[src/rtl/pmp_region_programmer_pkg.sv]
// Shared RISC-V PMP types: address-matching mode, pmpcfg byte layout and
// the programmer FSM state encoding.
package pmp_region_programmer_pkg;

  typedef enum logic [1:0] {
    OFF   = 2'd0,
    TOR   = 2'd1,
    NA4   = 2'd2,
    NAPOT = 2'd3
  } pmp_addr_mode_t;

  // One pmpcfg byte, MSB first: L, reserved, A, X, W, R.
  typedef struct packed {
    logic           l;
    logic [1:0]     rsvd;
    pmp_addr_mode_t a;
    logic           x;
    logic           w;
    logic           r;
  } pmpcfg_t;

  typedef enum logic [2:0] {
    IDLE,
    CHECK,
    CFG_OFF,
    CFG_OFF_PREV,
    ADDR_PREV,
    ADDR,
    CFG,
    RESP
  } state_t;

endpackage

[src/rtl/pmp_region_programmer_if.sv]
// Request / CSR-write / response bundle between a PMP region requester and
// the programmer. The master modport is the requester plus CSR-file side.
interface pmp_region_programmer_if #(
  parameter int PLEN       = 56,
  parameter int PMP_LEN    = 54,
  parameter int NR_ENTRIES = 16
);
  localparam int IDX_W = $clog2(NR_ENTRIES);

  logic               req_valid_i;
  logic               req_ready_o;
  logic [PLEN-1:0]    req_base_i;
  logic [5:0]         req_size_i;
  logic [IDX_W-1:0]   req_idx_i;
  logic [2:0]         req_perm_i;
  logic               req_lock_i;

  logic               wr_valid_o;
  logic               wr_ready_i;
  logic               wr_is_cfg_o;
  logic [IDX_W-1:0]   wr_idx_o;
  logic [PMP_LEN-1:0] wr_data_o;

  logic               rsp_valid_o;
  logic               rsp_err_o;

  modport master (
    output req_valid_i, req_base_i, req_size_i, req_idx_i, req_perm_i, req_lock_i,
    output wr_ready_i,
    input  req_ready_o, wr_valid_o, wr_is_cfg_o, wr_idx_o, wr_data_o,
    input  rsp_valid_o, rsp_err_o
  );

  modport slave (
    input  req_valid_i, req_base_i, req_size_i, req_idx_i, req_perm_i, req_lock_i,
    input  wr_ready_i,
    output req_ready_o, wr_valid_o, wr_is_cfg_o, wr_idx_o, wr_data_o,
    output rsp_valid_o, rsp_err_o
  );
endinterface

[src/rtl/pmp_region_programmer_encode.sv]
// Pure combinational region encoder: picks the PMP matching mode, derives
// the pmpaddr values and flags requests that cannot be programmed.
module pmp_region_encode
  import pmp_region_programmer_pkg::*;
#(
  parameter  int PLEN       = 56,
  parameter  int PMP_LEN    = 54,
  parameter  int NR_ENTRIES = 16,
  localparam int IDX_W      = $clog2(NR_ENTRIES)
) (
  input  logic [PLEN-1:0]       base,
  input  logic [5:0]            size,
  input  logic [IDX_W-1:0]      idx,
  input  logic [NR_ENTRIES-1:0] locked,
  output pmp_addr_mode_t        mode,
  output logic [PMP_LEN-1:0]    addr,
  output logic [PMP_LEN-1:0]    addr_prev,
  output logic                  err
);

  localparam logic [PLEN:0] ONE = {{PLEN{1'b0}}, 1'b1};

  // All arithmetic runs at PLEN+1 bits so a region ending exactly at 2^PLEN
  // is representable.
  logic [PLEN:0]    span;
  logic [PLEN:0]    mask;
  logic [PLEN:0]    end_addr;
  logic             aligned;
  logic             size_bad;
  logic             range_bad;
  logic             tor_bad;
  logic [IDX_W-1:0] prev_idx;

  always_comb begin
    span      = ONE << size;
    mask      = span - ONE;
    end_addr  = {1'b0, base} + span;
    aligned   = (base & mask[PLEN-1:0]) == '0;
    prev_idx  = idx - IDX_W'(1);

    if (size == 6'd2)                  mode = NA4;
    else if (size >= 6'd3 && aligned)  mode = NAPOT;
    else                               mode = TOR;

    size_bad  = (size < 6'd2) || (int'(size) > PLEN);
    range_bad = end_addr > {1'b1, {PLEN{1'b0}}};
    tor_bad   = (mode == TOR) && ((idx == '0) || locked[prev_idx]);
    err       = size_bad || range_bad || locked[idx] || tor_bad;

    addr_prev = PMP_LEN'(base >> 2);
    case (mode)
      NAPOT:   addr = PMP_LEN'(base >> 2) | PMP_LEN'(mask >> 3);
      TOR:     addr = PMP_LEN'(end_addr >> 2);
      default: addr = PMP_LEN'(base >> 2);
    endcase
  end

endmodule

[src/rtl/pmp_region_programmer.sv]
// Turns a (base, log2 size, perms) region request into the ordered pmpcfg /
// pmpaddr CSR writes, disabling the entry first so no half-written rule is live.
module pmp_region_programmer
  import pmp_region_programmer_pkg::*;
#(
  parameter int PLEN       = 56,
  parameter int PMP_LEN    = 54,
  parameter int NR_ENTRIES = 16
) (
  input  logic                  clk_i,
  input  logic                  rst_i,
  input  logic [NR_ENTRIES-1:0] locked_i,
  pmp_region_programmer_if.slave bus
);

  localparam int IDX_W = $clog2(NR_ENTRIES);

  state_t             state_q, state_d;
  logic [PLEN-1:0]    base_q;
  logic [5:0]         size_q;
  logic [IDX_W-1:0]   idx_q;
  logic [IDX_W-1:0]   prev_idx;
  logic [2:0]         perm_q;
  logic               lock_q;
  logic               err_q;

  pmp_addr_mode_t     enc_mode;
  logic [PMP_LEN-1:0] enc_addr;
  logic [PMP_LEN-1:0] enc_addr_prev;
  logic               enc_err;
  pmpcfg_t            cfg;

  pmp_region_encode #(
    .PLEN       (PLEN),
    .PMP_LEN    (PMP_LEN),
    .NR_ENTRIES (NR_ENTRIES)
  ) u_encode (
    .base      (base_q),
    .size      (size_q),
    .idx       (idx_q),
    .locked    (locked_i),
    .mode      (enc_mode),
    .addr      (enc_addr),
    .addr_prev (enc_addr_prev),
    .err       (enc_err)
  );

  assign prev_idx = idx_q - IDX_W'(1);
  assign cfg      = '{l: lock_q, rsvd: 2'b00, a: enc_mode,
                      x: perm_q[2], w: perm_q[1], r: perm_q[0]};

  // NOTE: sequential state uses non-blocking assignments so every flop
  // samples pre-edge values regardless of process ordering.
  always_ff @(posedge clk_i) begin
    if (rst_i) state_q <= IDLE;
    else       state_q <= state_d;
  end

  // NOTE: these registers carry no reset; each is loaded before any state
  // that reads it can be reached.
  always_ff @(posedge clk_i) begin
    if (bus.req_valid_i && bus.req_ready_o) begin
      base_q <= bus.req_base_i;
      size_q <= bus.req_size_i;
      idx_q  <= bus.req_idx_i;
      perm_q <= bus.req_perm_i;
      lock_q <= bus.req_lock_i;
    end
    // locked_i only matters here; later changes cannot abort the sequence.
    if (state_q == CHECK) err_q <= enc_err;
  end

  // NOTE: every output and the next state get a default first so no path
  // through the case infers a latch.
  always_comb begin
    state_d         = state_q;
    bus.req_ready_o = 1'b0;
    bus.wr_valid_o  = 1'b0;
    bus.wr_is_cfg_o = 1'b0;
    bus.wr_idx_o    = '0;
    bus.wr_data_o   = '0;
    bus.rsp_valid_o = 1'b0;
    bus.rsp_err_o   = 1'b0;

    case (state_q)
      IDLE: begin
        bus.req_ready_o = !rst_i;
        if (bus.req_valid_i && !rst_i) state_d = CHECK;
      end
      CHECK: state_d = enc_err ? RESP : CFG_OFF;
      CFG_OFF: begin
        bus.wr_valid_o  = 1'b1;
        bus.wr_is_cfg_o = 1'b1;
        bus.wr_idx_o    = idx_q;
        if (bus.wr_ready_i) state_d = (enc_mode == TOR) ? CFG_OFF_PREV : ADDR;
      end
      CFG_OFF_PREV: begin
        bus.wr_valid_o  = 1'b1;
        bus.wr_is_cfg_o = 1'b1;
        bus.wr_idx_o    = prev_idx;
        if (bus.wr_ready_i) state_d = ADDR_PREV;
      end
      ADDR_PREV: begin
        bus.wr_valid_o = 1'b1;
        bus.wr_idx_o   = prev_idx;
        bus.wr_data_o  = enc_addr_prev;
        if (bus.wr_ready_i) state_d = ADDR;
      end
      ADDR: begin
        bus.wr_valid_o = 1'b1;
        bus.wr_idx_o   = idx_q;
        bus.wr_data_o  = enc_addr;
        if (bus.wr_ready_i) state_d = CFG;
      end
      CFG: begin
        bus.wr_valid_o  = 1'b1;
        bus.wr_is_cfg_o = 1'b1;
        bus.wr_idx_o    = idx_q;
        bus.wr_data_o   = {{(PMP_LEN-8){1'b0}}, cfg};
        if (bus.wr_ready_i) state_d = RESP;
      end
      RESP: begin
        bus.rsp_valid_o = 1'b1;
        bus.rsp_err_o   = err_q;
        state_d         = IDLE;
      end
      default: state_d = IDLE;
    endcase
  end

endmodule

[src/flat_wrapper.sv]
// flat-port wrapper written by rule: the top's interface ports become plain ports
module pmp_region_programmer_flat import pmp_region_programmer_pkg::*;
#(
  parameter int PLEN       = 56,
  parameter int PMP_LEN    = 54,
  parameter int NR_ENTRIES = 16
)
  (clk_i, rst_i, locked_i, bus_req_valid_i, bus_req_base_i, bus_req_size_i, bus_req_idx_i, bus_req_perm_i, bus_req_lock_i, bus_wr_ready_i, bus_req_ready_o, bus_wr_valid_o, bus_wr_is_cfg_o, bus_wr_idx_o, bus_wr_data_o, bus_rsp_valid_o, bus_rsp_err_o);
  pmp_region_programmer_if #(.PLEN(PLEN), .PMP_LEN(PMP_LEN), .NR_ENTRIES(NR_ENTRIES)) bus_i ();
  input  logic clk_i;
  input  logic rst_i;
  input  logic [NR_ENTRIES-1:0] locked_i;
  input wire logic [$bits(bus_i.req_valid_i)-1:0] bus_req_valid_i;
  input wire logic [$bits(bus_i.req_base_i)-1:0] bus_req_base_i;
  input wire logic [$bits(bus_i.req_size_i)-1:0] bus_req_size_i;
  input wire logic [$bits(bus_i.req_idx_i)-1:0] bus_req_idx_i;
  input wire logic [$bits(bus_i.req_perm_i)-1:0] bus_req_perm_i;
  input wire logic [$bits(bus_i.req_lock_i)-1:0] bus_req_lock_i;
  input wire logic [$bits(bus_i.wr_ready_i)-1:0] bus_wr_ready_i;
  output wire logic [$bits(bus_i.req_ready_o)-1:0] bus_req_ready_o;
  output wire logic [$bits(bus_i.wr_valid_o)-1:0] bus_wr_valid_o;
  output wire logic [$bits(bus_i.wr_is_cfg_o)-1:0] bus_wr_is_cfg_o;
  output wire logic [$bits(bus_i.wr_idx_o)-1:0] bus_wr_idx_o;
  output wire logic [$bits(bus_i.wr_data_o)-1:0] bus_wr_data_o;
  output wire logic [$bits(bus_i.rsp_valid_o)-1:0] bus_rsp_valid_o;
  output wire logic [$bits(bus_i.rsp_err_o)-1:0] bus_rsp_err_o;
  assign bus_i.req_valid_i = bus_req_valid_i;
  assign bus_i.req_base_i = bus_req_base_i;
  assign bus_i.req_size_i = bus_req_size_i;
  assign bus_i.req_idx_i = bus_req_idx_i;
  assign bus_i.req_perm_i = bus_req_perm_i;
  assign bus_i.req_lock_i = bus_req_lock_i;
  assign bus_i.wr_ready_i = bus_wr_ready_i;
  assign bus_req_ready_o = bus_i.req_ready_o;
  assign bus_wr_valid_o = bus_i.wr_valid_o;
  assign bus_wr_is_cfg_o = bus_i.wr_is_cfg_o;
  assign bus_wr_idx_o = bus_i.wr_idx_o;
  assign bus_wr_data_o = bus_i.wr_data_o;
  assign bus_rsp_valid_o = bus_i.rsp_valid_o;
  assign bus_rsp_err_o = bus_i.rsp_err_o;
  pmp_region_programmer #(.PLEN(PLEN), .PMP_LEN(PMP_LEN), .NR_ENTRIES(NR_ENTRIES)) u_core (.clk_i(clk_i), .rst_i(rst_i), .locked_i(locked_i), .bus(bus_i));
endmodule
[config.mk]
export PLATFORM = sky130hd
export DESIGN_NAME = pmp_region_programmer_flat
export DESIGN_NICKNAME = d
export VERILOG_FILES = /design/src/rtl/pmp_region_programmer_pkg.sv /design/src/rtl/pmp_region_programmer_if.sv /design/src/rtl/pmp_region_programmer_encode.sv /design/src/rtl/pmp_region_programmer.sv /design/src/flat_wrapper.sv
export SDC_FILE = /design/constraint.sdc
export NUM_CORES = 1
export LEC_CHECK = 0
export ABC_AREA = 1
export CAP_MARGIN = 20
export CORE_MARGIN = 2
export CORE_UTILIZATION = 40
export DETAILED_ROUTE_END_ITERATION = 12
export SYNTH_ARGS = -nofsm -noshare
export SYNTH_HDL_FRONTEND = slang
export SYNTH_SLANG_ARGS = --single-unit
[constraint.sdc]
create_clock -name clk_i -period 8.2 [get_ports clk_i]
set_input_delay 1.64 -clock clk_i [delete_from_list [all_inputs] [get_ports clk_i]]
set_output_delay 1.64 -clock clk_i [all_outputs]
set_load 0.03 [all_outputs]
# Word-level counts from Yosys, hierarchy flattened
# Cells that the tools add are included.
[totals]
ff_bits = 74
out_inout_bits = 63
wordCells = 76
[classes]
add_sub_neg = 3
order_cmp = 6
eq_ne = 16
shifts = 1
n_mux = 23
bitwise_logic = 2
n_reduce_logical = 18
[ops]
columns = ["cell", "n"]
rows = [
  ["$pmux W54 S3", 1],
  ["$pmux W54 S2", 1],
  ["$add A56 B57 Y57", 1],
  ["$gt A57 B57 Y1 const B", 1],
  ["$shl A1 B6 Y57 const A", 1],
  ["$sub A57 B1 Y57 const B", 1],
  ["$and A56 B56 Y56", 1],
  ["$logic_not A56 Y1", 1],
  ["$or A54 B54 Y54", 1],
  ["$mux W3", 8],
  ["$pmux W3 S8", 1],
  ["$eq A3 B3 Y1 const B", 4],
  ["$lt A4 B5 Y1 const B", 2],
  ["$ne A2 B2 Y1 const B", 5],
  ["$bmux W1 S4", 2],
  ["$pmux W4 S2", 1],
  ["$mux W1", 7],
  ["$eq A3 B2 Y1 const B", 2],
  ["$eq A6 B2 Y1 const B", 1],
  ["$ge A6 B2 Y1 const B", 1],
  ["$gt A6 B6 Y1 const B", 1],
  ["$lt A6 B2 Y1 const B", 1],
  ["$reduce_and A6 Y1", 1],
  ["$reduce_or A3 Y1", 2],
  ["13 further kinds", 21],
]

# Logic depth before layout (Yosys ltp)
[depth]
depth_word = 12
mapped_depth = 31

# By module
# A second synthesis with hierarchy kept.
[hier_totals]
hier_cells = 2215
hier_area_um2 = 12826.1
[modules_own_cells]
columns = ["module", "n_inst", "cells_per_inst", "area_per_inst_um2"]
rows = [
  ["pmp_region_encode", 1, 1988, 9586.7],
  ["pmp_region_programmer", 1, 227, 3239.4],
]

# Worst setup path before layout
# Ideal clock, no wire load.
[synth_timing]
path_type = "input-to-reg"
from = "input port rst_i"
to = "register u_core.base_q[0] (enable)"
setup_ns = 0.584
arrival_ns = 6.439
required_ns = 7.616
path_slack_ns = 1.177
path_stages = 1
n_path_buf = 0
path_cell_list = "nor3_1"
[synth_via]
elab_chain_len = 3
[synth_rtl]
columns = ["element", "line", "rtl"]
rows = [
  ["start, declared", "flat_wrapper.sv:11", "input logic rst_i;"],
  ["$logic_not A1 Y1", "pmp_region_programmer.sv:87", "bus.req_ready_o = !rst_i;"],
  ["$mux W1", "pmp_region_programmer.sv:85", "case (state_q)"],
  ["$logic_and A1 B1 Y1", "pmp_region_programmer.sv:62", "if (bus.req_valid_i && bus.req_ready_o) begin"],
  ["end signal, assigned", "pmp_region_programmer.sv:63", "base_q <= bus.req_base_i;"],
  ["end, declared", "pmp_region_programmer.sv:19", "logic [PLEN-1:0] base_q;"],
]
# Every way passes these cells.
# A chain may end at the register's enable or synchronous reset.

# Worst setup path in the final report
[layout_timing]
from = "register u_core.size_q[3]"
to = "output port bus_wr_data_o[26]"
[layout_via]
elab_chain_len = 10
[layout_rtl]
columns = ["element", "line", "rtl"]
rows = [
  ["start, declared", "pmp_region_programmer.sv:20", "logic [5:0] size_q;"],
  ["start signal, assigned", "pmp_region_programmer.sv:64", "size_q <= bus.req_size_i;"],
  ["$shl A1 B6 Y57", "pmp_region_programmer_encode.sv:35", "span = ONE << size;"],
  ["$sub A57 B1 Y57", "pmp_region_programmer_encode.sv:36", "mask = span - ONE;"],
  ["$and A56 B56 Y56", "pmp_region_programmer_encode.sv:38", "aligned = (base & mask[PLEN-1:0]) == '0;"],
  ["$logic_not A56 Y1", "pmp_region_programmer_encode.sv:38", ""],
  ["$logic_and A1 B1 Y1", "pmp_region_programmer_encode.sv:42", "else if (size >= 6'd3 && aligned) mode = NAPOT;"],
  ["$mux W2", "pmp_region_programmer_encode.sv:42", ""],
  ["$mux W2", "pmp_region_programmer_encode.sv:41", "if (size == 6'd2) mode = NA4;"],
  ["$eq A2 B1 Y1 / $eq A2 B2 Y1 (equally long branches)", "pmp_region_programmer_encode.sv:51", "case (mode)"],
  ["$pmux W54 S2 *", "pmp_region_programmer_encode.sv:51", ""],
  ["$pmux W54 S3 *", "pmp_region_programmer.sv:85", ""],
  ["end, declared", "flat_wrapper.sv:24", "output wire logic [$bits(bus_i.wr_data_o)-1:0] bus_wr_data_o;"],
]
# Mark *: on every way between the ends. The rest lies on a longest branch, timed or not.

==> summary.txt <==
Run status
  – Outcome: complete, no violations

Synthesis
  – Main synth FF type: edfxtp_1
  – Mean Syn Cell Area: 5.454 um2
  – Warnings, synthesis: 0
  – Post-synthesis adder-cell area fraction: 6.605%
  – Register bit total from synthesis: 74
  – Largest family of logic cells by synthesized area: simple AND/OR/NAND/NOR gates
  – Netlist cell types: 47
  – XOR/XNOR Fraction of Synth Area: 1.718%
  – Ys async rst share: 0%
  – Syn Inst Count: 2244
  – Register area share after synthesis: 17.91%
  – Mux cell area share after synthesis: 0%
  – Synth Area in Compound Gates: 12.75%
  – Post-synthesis simple-gate area fraction: 47.77%
  – Synthesized cell area: 0.01224 mm2
  – Syn_nets: 2398
  – Post-synth EDFFs: 71

Clock tree
  – Clock latency on the worst-skew pair: 0.36 ns
  – H-Tree Depth: 3
  – CTS root buffer: clkbuf_16
  – CTS Sinks: 74
  – CTS Hold Bufs: 0
  – CTS Buf Count: 9
  – Worst-path clk slew: 0.06 ns
  – Clock Path Buffers: 2
  – CTS tree: built

Power and ir drop
  – Leakage power: 7.785 nW
  – Reg power frac: 27.2%
  – Pwr dens: 150.4 mW/mm2
  – Int Pwr: 1.111 mW
  – Clock share of power: 20.7%
  – Combinational power share: 52.1%
  – Sw Pwr: 1.068 mW
  – Peak supply drop: 0.1848 mV
  – Switching share of power: 49.01%

Timing
  – Setup_tns: 0 ns
  – Tmin final: 7.741 ns
  – Fmax achieved: 129.2 MHz
  – Min Hold Slack: 0.5944 ns
  – Final period util: 94.40%
  – Tightest Pin Transition: 1.182 ns
  – Max-slew headroom: 20.56%
  – Fin. Hold Viols: 0
  – RSZ-0062 raised after global routing: false
  – Max-slew violations: 0
  – Skew final: 0.004925 ns
  – Final Setup Violations: 0

Global route
  – Vias in the first global route: 14.87k
  – Total GRT Usage: 39.04%
  – First-pass GRT wire length: 90.87 mm
  – Initial antenna violation count: 0
  – Global route overflow: 0
  – Largest net degree at the start of global routing: 71

Die
  – Initial Util: 40.32%
  – Core ar.: 0.03035 mm2
  – Num rows: 64
  – Io pins: 153
  – Die ar.: 0.03201 mm2
  – Die width: 178.9 um
  – Die Y: 178.9 um

Placement
  – GP Congestion: 1.083
  – HPWL after DPL: 52.71 mm
  – I/O Buffers: 152

Worst setup path
  – WP data required: 6.56 ns
  – Critical Path Sink Type: primary output
  – Setup crit start kind: flip-flop
  – Crit Path Class: reg2out
  – WP data arrival: 6.10 ns
  – Max Fanout on Critical Path: 32

Drt
  – Vias per cell: 5.799
  – Post-DR wirelength/cell: 22.61 um
  – Routed WL: 62.89 mm
  – Vias post-DR: 16.13k
  – Detailed-route DRC error count: 0
  – Initial DRC count: 2406
  – Number of iterations in the first detailed-routing pass: 8
  – Final ANT Viol Nets: 0

Cells and area
  – Nets: 2535
  – Ratio of cells with drive above 1 in the final layout: 3.269%
  – Area grow syn2layout: 18.43%
  – Antenna cell count: 0

Job
  – Maxcap violations: 0

Min path
  – Hold WC Path Type: reg2reg
placed cells by master (no fill, tap or decap), drive strengths merged, types with 2 or more instances in the layout:
cell type	n
nand2	821
inv	374
nor2	272
nand3	199
clkdlybuf4s50	152
a21oi	106
o21ai	91
edfxtp	71
ha	63
nand4	46
nor3	32
o2111ai	26
o211ai	26
xnor2	22
nand3b	18
buf	15
clkbuf	11
o21bai	7
a211oi	3
a21o	3
o22ai	3
dfxtp	3
clkinv	3
nor4	2
xor2	2
or2	2
bufinv	2
and2	2
critical path, stage by stage, from the launching register on:
cell             delay (ns)
edfxtp_1               0.62
inv_2                  0.33
nand2_1                0.16
nor2_1                 0.25
inv_1                  0.12
nor2_1                 0.26
inv_1                  0.08
ha_1                   0.29
nand2_1                0.15
inv_2                  0.08
nand3_1                0.14
nor2_4                 0.10
nand2_1                0.19
nand2_1                0.11
nand3_1                0.08
nand2_1                0.05
nor2_1                 0.28
nand3_1                0.12
nor2_1                 0.15
nand2_1                0.07
nor2_1                 0.11
nand2_2                0.25
inv_2                  0.57
nand3_1                0.15
o2111ai_1              0.12
o21ai_0                0.21
clkdlybuf4s50_1        0.67
metal layers:
metal	vias up	wire length, um	global-route usage, %
met5	-	0	0
met4	0	3444	18.12
met3	193	7212	8.439
met2	1001	26100	58.65
met1	7446	26140	53.10
li1	7492	-	-
logic make-up after synthesis:
| kind of cell | after synthesis |
|---|---|
| DFF | 74 |
| and+or+nand+nor | 1397 |
| xor gates and xnor gates | 24 |
| AOI/OAI and AO/OA | 269 |
| adders and majority gates | 64 |
| buffers and inverters | 416 |
power by group through the flow:
stage / clock, mW / sequential, mW / combinational [mW]
CTS: 0.461 / 0.584 / 1.10
floorplan: 0 / 0.537 / 0.711
finish: 0.451 / 0.593 / 1.13
detailed placement: 0 / 0.592 / 1.09
global route: 0.474 / 0.592 / 1.22
global placement: 0 / 0.594 / 1.10
sequential cells by signal (all words and copies together), names as in the netlist:
signal          cells
u_core.state_q      3
u_core.size_q       6
u_core.perm_q       3
u_core.idx_q        4
u_core.err_q        1
u_core.base_q      56
u_core.lock_q       1
synthesized netlist by cell type, types with 22 or more instances:
cell type	count	area, um2
edfxtp_1	71	2132
o211ai_1	25	187.7
nor3_1	31	155.2
nand3_1	198	991.0
xnor2_1	22	192.7
o21ai_1	28	140.1
o21ai_0	63	315.3
o2111ai_1	26	227.7
nand4_1	43	269.0
ha_1	63	788.3
a21oi_1	106	530.5
inv_1	358	1344
nor2_1	256	960.9
nand2_1	814	3055
timing repair:
action,CTS,global route
gates resized for setup,0,2
endpoints found under the setup margin,0,14
buffers inserted,0,1
metrics by stage:
stage / setup WS, ns / area, um2 / std cells / power [mW] / util [%]
2_1_floorplan: 1.177 / 12240 / 2244 / 1.249 / -
3_3_place_gp: 0.9904 / 14160 / 2765 / 1.689 / 46.64
3_5_place_dp: 0.9332 / 14160 / 2765 / 1.683 / 46.64
4_1_cts: 0.5446 / 14480 / 2781 / 2.144 / 47.72
5_1_grt: 0.1050 / 14490 / 2782 / 2.288 / 47.76
6_report: 0.4591 / 14490 / 2782 / 2.180 / 47.76
final cells by class:
class,instances,area [um2]
Fill cell,3317,15860
Tap cell,396,495.5
Clock inverter,5,85.08
Clock buffer,11,242.7
Sequential cell,74,2192
Inverter,375,1410
Multi-Input combinational cell,1754,8434
Timing Repair Buffer,167,1634
path summary, 6_finish.rpt:
path / end / startpoint / slack, ns / cells past startpoint
worst max-delay path: bus_wr_data_o[26] / u_core.size_q[3]$_DFFE_PP_ / 0.46 / 26
worst min-delay path: u_core.state_q[1]$_SDFFE_PP0P_ / u_core.state_q[1]$_SDFFE_PP0P_ / 0.59 / 2
worst max register to register: u_core.state_q[2]$_SDFFE_PP0P_ / u_core.size_q[3]$_DFFE_PP_ / 2.72 / 24
worst min register to register: u_core.state_q[1]$_SDFFE_PP0P_ / u_core.state_q[1]$_SDFFE_PP0P_ / 0.59 / 2
Power figures use the tool's default switching activity.
